<file path="config.mk">
export PLATFORM = sky130hd
export DESIGN_NAME = mem_dump
export DESIGN_NICKNAME = d
export VERILOG_FILES = /design/src/rtl/mem_pkg.sv /design/src/rtl/mem_dump_outreg.sv /design/src/rtl/mem_dump.sv
export SDC_FILE = /design/constraint.sdc
export NUM_CORES = 1
export LEC_CHECK = 0
export ABC_AREA = 1
export CORE_ASPECT_RATIO = 1.25
export CORE_MARGIN = 4
export CORE_UTILIZATION = 45
export CTS_CLUSTER_SIZE = 24
export DETAILED_ROUTE_END_ITERATION = 7
export GPL_TIMING_DRIVEN = 0
export PLACE_DENSITY = 0.79
export SKIP_LAST_GASP = 1
export SYNTH_ARGS = -nofsm -noshare
export SYNTH_HDL_FRONTEND = slang
export SYNTH_HIERARCHICAL = 1
export SYNTH_SLANG_ARGS = --single-unit
</file>
<file path="constraint.sdc">
create_clock -name clk -period 1.6 [get_ports clk]
set_clock_uncertainty 0.15 [all_clocks]
set_input_delay 0.24 -clock clk [delete_from_list [all_inputs] [get_ports clk]]
set_output_delay 0.24 -clock clk [all_outputs]
set_load 0.01 [all_outputs]
</file>
<file path="src/rtl/mem_pkg.sv">
// mem_pkg: shared widths, memory size and dump FSM state encoding
package mem_pkg;
  localparam int AW_DEF = 16;
  localparam int DW_DEF = 16;
  localparam int MAXMEMORY = 4095;
  typedef enum logic [1:0] {IDLE, READ, DRAIN, FIN} state_t;
endpackage

</file>
<file path="src/rtl/mem_dump_outreg.sv">
// dump_outreg: single-entry output holding register with valid/ready, data and last
module dump_outreg #(
  parameter int DW = 16
) (
  input  logic          clk,
  input  logic          reset,
  input  logic          i_load,
  input  logic [DW-1:0] i_data,
  input  logic          i_last,
  input  logic          i_ready,
  output logic          o_valid,
  output logic [DW-1:0] o_data,
  output logic          o_last
);
  logic          r_valid;
  logic [DW-1:0] r_data;
  logic          r_last;
  // load overwrites the entry (caller only loads when empty or being accepted); accept without load empties it
  always_ff @(posedge clk) begin
    if (reset) begin
      r_valid <= 1'b0;
      r_data  <= '0;
      r_last  <= 1'b0;
    end else if (i_load) begin
      r_valid <= 1'b1;
      r_data  <= i_data;
      r_last  <= i_last;
    end else if (i_ready) begin
      r_valid <= 1'b0;
    end
  end
  assign o_valid = r_valid;
  assign o_data  = r_data;
  assign o_last  = r_last;
endmodule

</file>
<file path="src/rtl/mem_dump.sv">
// mem_dump: scans a memory range and streams each word over valid/ready; MEM_DUMP_CHECKSUM_EN adds a running csum output
module mem_dump
  import mem_pkg::*;
#(
  parameter int AW = AW_DEF,
  parameter int DW = DW_DEF
) (
  input  logic          clk,
  input  logic          reset,
  input  logic          start,
  input  logic [AW-1:0] base,
  input  logic [AW-1:0] count,
  input  logic [AW-1:0] maxmem,
  output logic [AW-1:0] mem_addr,
  output logic          mem_rw,
  input  logic [DW-1:0] memout,
  output logic [DW-1:0] out_data,
  output logic          out_valid,
  input  logic          out_ready,
  output logic          out_last,
  output logic          busy,
  output logic          done,
  output logic          err
`ifdef MEM_DUMP_CHECKSUM_EN
  ,
  output logic [DW-1:0] csum
`endif
);
  state_t        r_state;
  logic [AW-1:0] r_addr;
  logic [AW-1:0] r_rem;
  logic          r_busy;
  logic          r_done;
  logic          r_err;
  logic          w_valid;
  logic [DW-1:0] w_data;
  logic          w_last;
  logic          w_cap;
  logic          w_end;
  assign w_cap = (r_state == READ) && (!w_valid || out_ready) && (r_rem != '0);
  assign w_end = (r_rem == AW'(1)) || (r_addr == maxmem);
  dump_outreg #(.DW(DW)) u_outreg (
    .clk    (clk),
    .reset  (reset),
    .i_load (w_cap),
    .i_data (memout),
    .i_last (w_end),
    .i_ready(out_ready),
    .o_valid(w_valid),
    .o_data (w_data),
    .o_last (w_last)
  );
  // dump sequencer: range check on start, one capture per free output slot, truncate at maxmem with err
  always_ff @(posedge clk) begin
    if (reset) begin
      r_state <= IDLE;
      r_addr  <= '0;
      r_rem   <= '0;
      r_busy  <= 1'b0;
      r_done  <= 1'b0;
      r_err   <= 1'b0;
    end else begin
      r_done <= 1'b0;
      case (r_state)
        IDLE: if (start) begin
          r_addr  <= base;
          r_rem   <= count;
          r_err   <= (count != '0) && (base > maxmem);
          r_busy  <= (count != '0) && (base <= maxmem);
          r_state <= (count == '0 || base > maxmem) ? FIN : READ;
        end
        READ: if (w_cap) begin
          r_addr <= r_addr + AW'(1);
          r_rem  <= r_rem - AW'(1);
          if (w_end) begin
            r_state <= DRAIN;
            r_err   <= r_err | (r_rem != AW'(1));
          end
        end
        DRAIN: if (w_valid && out_ready) begin
          r_state <= FIN;
          r_busy  <= 1'b0;
        end
        FIN: begin
          r_done  <= 1'b1;
          r_state <= IDLE;
        end
      endcase
    end
  end
`ifdef MEM_DUMP_CHECKSUM_EN
  logic [DW-1:0] r_csum;
  // running sum of accepted words, restarted by an accepted start
  always_ff @(posedge clk) begin
    if (reset) r_csum <= '0;
    else if (r_state == IDLE && start) r_csum <= '0;
    else if (w_valid && out_ready) r_csum <= r_csum + w_data;
  end
  assign csum = r_csum;
`endif
  assign mem_addr  = r_addr;
  assign mem_rw    = 1'b0;
  assign out_data  = w_data;
  assign out_valid = w_valid;
  assign out_last  = w_last;
  assign busy      = r_busy;
  assign done      = r_done;
  assign err       = r_err;
endmodule
</file>
After elaboration in Yosys (flattened, before gate mapping) --
Index checks and enable logic that the tools add are counted.
Operators by class: $add $sub $neg 2, magnitude comparators 2, equality and inequality tests 10, multiplexer cells 22, bitwise operators 1, reductions and logical operators 20
Operator list (count):
- 16-bit two-way mux | 4
- 16-bit case mux with 2 select lines | 2
- 16-bit nonzero test | 2
- 16-bit by 1-bit adder with 16-bit output (second input constant) | 1
- 16-bit by 1-bit equality test with 1-bit output (second input constant) | 1
- 16-bit equality test | 1
- 16-bit > comparator | 1
- 16-bit <= comparator | 1
- 16-bit logical NOT | 1
- 16-bit by 1-bit inequality test with 1-bit output (second input constant) | 1
- 16-bit by 1-bit subtractor with 16-bit output (second input constant) | 1
- 2-bit two-way mux | 5
- 1-bit two-way mux | 8
- 2-bit case mux with 4 select lines | 1
- 4-bit AND reduction | 2
- 3-bit AND reduction | 2
- 2-bit nonzero test | 3
- 1-bit logical AND | 5
- 2-bit equality test (second input constant) | 2
- 2-bit by 1-bit inequality test with 1-bit output (second input constant) | 2
- 2-bit inequality test (second input constant) | 2
- 1-bit case mux with 2 select lines | 2
- 1-bit logical OR | 3
- 2-bit by 1-bit equality test with 1-bit output (second input constant) | 1
- other kinds (3) | 3
Word-level totals: register bits 55, input bits 68, output and inout bits 38, logic and storage cells 66

Longest topological paths before layout --
Gate-level depths: netlist (run 1).
word-level depth 6, depth in mapped cells 15, gate-level depth less buffers 15

Hierarchy --
Netlist (run 1), hierarchy kept.
Modules (own cells, without submodules):
- mem_dump | times used 1, cells each 548, area each 3334.4 um^2, sequential area each 740.7 um^2
- dump_outreg | times used 1, cells each 78, area each 658.1 um^2, sequential area each 360.3 um^2

Worst setup path before layout (run 1) --
No wires, ideal clock.
path kind register to register, start point reg r_state[1], end point reg r_rem[2], setup time 0.117 ns, arrival 1.460 ns, data required time 1.333 ns, setup slack -0.127 ns, stages on the path, launching flop included 13, path buffers 1, period minus slack after synthesis 1.727 ns, cells stage by stage dfxtp_1 > inv_1 > ha_1 > inv_1 > a21oi_1 > nand2_2 > nand2_2 > nand2_4 > nor2_8 > inv_6 > buf_12 > o21ai_1 > a21oi_1
Between the ends: longest elaborated chain between the ends 5, elaborated cells between the ends (all ways) 9, those cells by class eq/ne (3); mux (1); reduce/logical (5)
RTL lines:
- start, declared | RTL line mem_dump.sv:29 | state_t r_state;
- start signal, assigned | RTL line mem_dump.sv:70 | r_state <= (count == '0 || base > maxmem) ? FIN : READ;
- 2-bit by 1-bit equality test with 1-bit output | RTL line mem_dump.sv:40, mem_dump.sv:64
- 1-bit logical AND (2 in a row) | RTL line mem_dump.sv:40 | assign w_cap = (r_state == READ) && (!w_valid || out_ready) && (r_rem != '0);
- 2-bit by 1-bit inequality test with 1-bit output (no line)
- 3-bit AND reduction (no line)
- end signal, assigned | RTL line mem_dump.sv:67 | r_rem <= count;
- end signal, assigned | RTL line mem_dump.sv:74 | r_rem <= r_rem - AW'(1);
- end, declared | RTL line mem_dump.sv:31 | logic [AW-1:0] r_rem;
Parallel ways exist; a longest one is shown, timed or not. A chain may end at the register's enable or synchronous reset.

Worst setup path in the final report (run 1) --
start point reg r_rem[10], end point reg r_addr[12] (netlist: mem_addr[12])
Between the ends: longest elaborated chain between the ends 4
RTL lines:
- 16-bit nonzero test | RTL line mem_dump.sv:40
- 1-bit logical AND | RTL line mem_dump.sv:40
- 2-bit by 1-bit inequality test with 1-bit output (no line)
- 3-bit AND reduction (no line)
- end signal, assigned | RTL line mem_dump.sv:66 | r_addr <= base;
- end signal, assigned | RTL line mem_dump.sv:73 | r_addr <= r_addr + AW'(1);
- end, declared | RTL line mem_dump.sv:30 | logic [AW-1:0] r_addr;
Every way passes these cells.

==> out/metrics.yaml, run 1 <==
placement:
  gp_congestion: 0.9027
  place_hpwl_mm: 9.537
  io_buffers: 104
  dpl_cell_area_mm2: 0.005235
  placed_cells: 850
detailed_routing:
  via_per_inst: 5.646
  drt-pass1-iter-count: 8
  drc_errors: 0
  num_vias: 5081
  ant_nets: 0
  wl_mm: 15.60
  drt_iter0_drc: 373
  wl_per_cell_um: 17.34
worst_setup_path:
  worstSetupPathType: "reg2reg"
  crit_fanout: 5
  cp.required_ns: 1.69
  cp.arrival_ns: 2.07
  r2r_slack_ns: -0.38
  cp-start-kind: "flop"
  end_kind: "flop"
flow_run:
  maxCapViolCount: 0
floorplanning:
  die_h_um: 113.3
  io_pins: 106
  rows: 38
  initial_core_util_pct: 46.14
  die_area_mm2: 0.01045
  coreArea_mm2: 0.008653
  die_w_um: 92.25
power:
  vdd_ir_drop_max_mv: 1.321
  p_per_area_mw_per_mm2: 2133
  p_leak_nw: 3.155
sta:
  period_share_pct: 123.5
  worstMarginPinSlew_ns: 0.7410
  max_slew_margin_pct: 50.60
  final-setup-viol-count: 56
  slew_violations: 0
  final.setup.tns_ns: -11.23
  final.setup.worst_slack_ns: -0.3763
  hold_viol_final: 0
  period_minus_slack_ns: 1.976
  fmax_ghz: 0.5060
  rsz0062_at_grt: "true"
  hold_ws_ns: 0.1612
final_layout:
  drive_above_1_share_pct: 33.33
  final_net_count: 873
  area_growth_pct: 61.83
  fin_cells: 900
  postLayoutCellArea_mm2: 0.006461
  n_antenna_cell: 0
min_path:
  min_path_type: "in2reg"
global_route:
  grt_usage_pct: 25.07
  grt_pass1_wl_mm: 21.33
  antenna_found_initial: 0
  overflow: 0
  grt_pass1_vias: 4670
  grt_max_degree: 16
synth:
  synth_edf_count: 0
  synth_seq_cells: 55
  syn_inst: 626
  ys_seq_area_share_pct: 27.58
  synth_common_cells: "nand2_1, nor2_1, inv_1"
  syn_area_mm2: 0.003993
  syn_nets: 719
  synth.most_common_cell: "nand2_1"
  avgSynthCellArea_um2: 6.378
  yosysTopAreaCell: "dfxtp_1"
  synth.top_cell.area_share_pct: 27.58
  synth_area_leaders: "dfxtp_1, nand2_1, nor2_1"
  synthArstFlopShare_pct: 0
  synth.distinct_cells: 39
  synth_warnings: 6
  synthFlopType: "dfxtp_1"
status:
  outcome: "finished with violations"
  violations: "negative setup slack"
clocking:
  cts_tree: "done"
  clockBufferDepth: 2
  postCtsHoldBufs: 0
  htree_levels: 2
  cts_root_buf: "clkbuf_8"
  clk_latency_ns: 0.32
  cts_buffers: 5
  clock_sinks: 55
  cts.clk_slew.worst_paths_ns: 0.10
[placed cells by master, fill, tap and decap left out, drive strengths merged]
master,instances
a211oi,1
a21o,1
a21oi,38
a31oi,1
buf,52
bufinv,1
clkbuf,17
clkdlybuf4s50,36
conb,1
dfxtp,55
dlygate4sd2,52
dlymetal6s2s,16
ha,25
inv,74
mux2i,4
nand2,162
nand3,29
nand4,3
nor2,112
nor3,10
nor4,2
o211a,2
o211ai,5
o21ai,58
o22ai,1
o31ai,5
or2,7
xor2,10
[timing repair]
action	in CTS	in global routing
setup buffers	13	23
gates cloned	3	5
pin swaps	20	25
resized for setup	182	126
endpoints found under the setup margin	79	66
[critical path, stage by stage (launching register included)]
cell and delay (ns):
dfxtp_4 0.38, nor2_4 0.13, nand2_2 0.10, nor2_4 0.15, nand2_2 0.09, nand2_2 0.08, nand2_2 0.06, nand2_4 0.09
nor2_8 0.06, buf_12 0.13, inv_8 0.08, clkbuf_16 0.16, nand2_2 0.05, a21oi_1 0.18
[final cells by class]
| type | count | area (um2) |
|---|---|---|
| Fill cell | 621 | 2192 |
| Clock buffer | 6 | 72.57 |
| Multi-Input combinational cell | 477 | 3032 |
| Inverter | 74 | 312.8 |
| Buffer | 20 | 205.2 |
| Sequential cell | 55 | 1146 |
| Tap cell | 120 | 150.1 |
| Clock inverter | 1 | 30.03 |
| Timing Repair Buffer | 147 | 1513 |
[sequential cells by signal, summed over array words and instances, names as in the netlist]
register          flops
u_outreg/o_valid      1
r_state               2
mem_addr             16
done                  1
u_outreg/o_data      16
err                   1
r_rem                16
busy                  1
u_outreg/o_last       1
[path summary, 6_finish.rpt]
kind / start / end / cells after the start
setup / recovery: r_rem[10] / mem_addr[12] / 13
setup reg to reg: r_rem[10] / mem_addr[12] / 13
hold / removal: base[4] / mem_addr[4] / 3
hold reg to reg: u_outreg/o_data[10] / u_outreg/o_data[10] / 2
[logic make-up (layout without fill, tap and decap cells)]
family                     count (synthesis)  count (layout)  synth area share (%)
adders and majority gates                 25              25                 7.835
xor gates and xnor gates                  10              10                 2.194
other                                      1               1               0.09392
AOI/OAI and AO/OA                        112             112                 15.95
buffers and inverters                     95             248                 11.56
and+or+nand+nor                          324             325                 33.78
muxes                                      4               4                 1.003
DFF                                       55              55                 27.58
[metal layers]
layer | GRT usage [%] | share of wire (%) | vias to the layer above | routed length [um]
met5 | 0 | 0 | - | 0
met4 | 11.20 | 6.2 | 0 | 964
met3 | 6.582 | 9.3 | 106 | 1457
met2 | 46.73 | 50 | 337 | 7843
met1 | 26.08 | 34 | 2325 | 5336
li1 | - | - | 2313 | -
[power by group]
part,switching [mW],internal (mW)
combinational,5.34,4.62
clock,0.474,0.460
sequential,0.810,2.07
[through the flow]
step,power [mW],util (%),setup slack (ns)
final,13.78,74.67,-0.3763
after global routing,14.48,74.67,-0.4334
after floorplan,6.834,-,-0.05386
after global placement,8.776,60.50,-0.6592
after detailed placement,8.976,60.50,-0.6692
after CTS,10.96,66.90,-0.2101
(Power assumes the default switching activity.)
==> run 2, diff against run 1 <==
- CAP_MARGIN: default -> 40
- CORE_UTILIZATION: 45 -> 40
- PLACE_DENSITY: 0.79 -> default
- PLACE_DENSITY_LB_ADDON: default -> 0.08
==> run 2 against run 1 <==
- the run still ends with negative setup slack left
- critical endpoint is now mem_addr[11]
- via count down 5.7%
- first-iteration DRC count down 5.9%
- register-to-register slack improved by 0.14 ns
- setup slack better by 0.14 ns
- non-clock buffer count rose by 1
- cell area down 0.33%
- largest power group unchanged
- final cell count grew 0.89%
- largest cell class unchanged
- global-route usage is 1.9 points lower
- die area up 11%
- sequential power decreased by 2%
- total power down 1.7%
- flip-flop and latch count unchanged
==> out/metrics.yaml, run 2 (synthesis results as in run 1) <==
floorplanning:
  die_area_mm2: 0.01165
  initial_core_util_pct: 41.33
  io_pins: 106
  coreArea_mm2: 0.009659
  die_h_um: 119.7
  die_w_um: 97.36
  rows: 40
worst_setup_path:
  cp-start-kind: "flop"
  crit_fanout: 5
  path_buf_inv: 3
  end_kind: "flop"
  cp_cell_sequence: "nor2_1, nand2_2, nor2_4, nand2_2, nand2_2, nand2_2, nand2_4, nor2_8, buf_12, inv_12, buf_8, nand2_2, a21oi_2"
  cp.arrival_ns: 1.91
  r2r_start: "r_rem[14]"
  r2r_end: "mem_addr[11]"
  r2r_slack_ns: -0.23
  max_stage_delay_ns: 0.34
  cp.required_ns: 1.68
  crit_top_cell: "nand2_2"
  worstSetupPathType: "reg2reg"
  r2r_cells: 13
  cp_slowest_cell: "dfxtp_1"
  path_delay_family: "simple AND/OR/NAND/NOR gates"
clocking:
  cts_root_buf: "clkbuf_16"
  cts.clk_slew.worst_paths_ns: 0.07
  cts_tree: "done"
  postCtsHoldBufs: 0
  cts_buffers: 5
  clock_sinks: 55
  clockBufferDepth: 2
  clk_latency_ns: 0.30
  htree_levels: 2
detailed_routing:
  drc_errors: 0
  wl_per_cell_um: 15.51
  num_vias: 4789
  drt-pass1-iter-count: 8
  routed-wl-met3_mm: 1.147
  wl_met1_mm: 5.110
  top_layer: "met4"
  wl_met2_mm: 7.133
  wl_mm: 14.08
  via_per_inst: 5.274
  drt_iter0_drc: 351
  ant_nets: 0
sta:
  max_slew_margin_pct: 63.88
  slew_violations: 0
  final.setup.tns_ns: -7.899
  period_share_pct: 114.5
  final.setup.worst_slack_ns: -0.2316
  rsz0062_at_grt: "true"
  hold_viol_final: 0
  final-setup-viol-count: 53
  fmax_ghz: 0.5460
  worstMarginPinSlew_ns: 0.5418
  period_minus_slack_ns: 1.832
final_layout:
  fillers: 824
  final_net_count: 874
  drive_above_1_share_pct: 35.55
  postLayoutCellArea_mm2: 0.006440
  mostFrequentLayoutCell: "nand2_1"
  layout_common_cells: "nand2_1, nor2_1, inv_1"
  fin_cells: 908
  area_growth_pct: 61.30
  n_antenna_cell: 0
global_route:
  grt_pass1_wl_mm: 22.01
  antenna_found_initial: 0
  grt_max_degree: 16
  grt_usage_pct: 23.16
  grt_pass1_vias: 4639
  overflow: 0
min_path:
  min_from: "base[1]"
  min_path_type: "in2reg"
  hold_path_depth: 3
  whs_endpoint: "mem_addr[1]"
placement:
  dpl_cell_area_mm2: 0.005243
  gp_congestion: 0.8740
  placed_cells: 856
  preCtsSetupSlack_ns: -0.6795
  io_buffers: 104
  place_hpwl_mm: 9.610
status:
  outcome: "finished with violations"
  violations: "negative setup slack"
power:
  p_leak_nw: 3.165
  p_per_area_mw_per_mm2: 2104
  vdd_ir_drop_max_mv: 1.311
flow_run:
  maxCapViolCount: 0
==> run 2: worst max-delay path by stage <==
stage,from,to,depth (start not counted)
4_1_cts,r_rem[1],r_rem[14],13
5_1_grt,r_rem[14],mem_addr[11],13
2_1_floorplan,r_rem[0],mem_addr[8],13
6_report,r_rem[14],mem_addr[11],13
3_3_place_gp,maxmem[15],r_state[1],11
3_5_place_dp,maxmem[15],r_state[1],11
==> run 2: area by class of cell <==
class                           instances  area (um2)  area share [%]
Timing Repair Buffer                  147        1433           22.25
Tap cell                              126       157.7           2.448
Multi-Input combinational cell        477        3039           47.19
Clock buffer                            7       132.6           2.059
Buffer                                 21       216.5           3.361
Inverter                               74       302.8           4.702
Clock inverter                          1       5.005         0.07772
Sequential cell                        55        1154           17.91
==> run 2: what timing repair did <==
item,CTS,global route
endpoints found under the hold margin,0,0
pin swaps,43,35
setup buffers,33,6
cloned,7,0
endpoints found under the setup margin,71,71
gates resized for setup,201,145
==> run 2: tightest hold or removal path, stage by stage <==
cell,delay [ns]
clkbuf_2,0.11
mux2i_1,0.13
a21oi_1,0.08
==> run 2: per-stage QoR <==
step           utilization (%)  hold WS (ns)  power [mW]
2_1_floorplan                -        0.1524       6.834
3_3_place_gp             54.27        0.3130       8.896
3_5_place_dp             54.27        0.3314       9.004
4_1_cts                  63.99        0.2658       12.87
5_1_grt                  66.67        0.1705       14.42
6_report                 66.67        0.1422       13.55
==> run 2: where the power goes <==
group          switching (mW)  total (mW)  leakage (nW)  internal (mW)
clock network           0.521        1.10        0.0679          0.582
logic                    4.97        9.63          2.63           4.66
registers               0.732        2.81         0.465           2.08
total                    6.23        13.5          3.17           7.32
==> run 2: routing by layer <==
layer / GRT usage [%] / vias up
li1: - / 2319
met1: 24.26 / 2186
met2: 42.20 / 222
met3: 5.872 / 62
met4: 12.21 / 0
met5: 0 / -
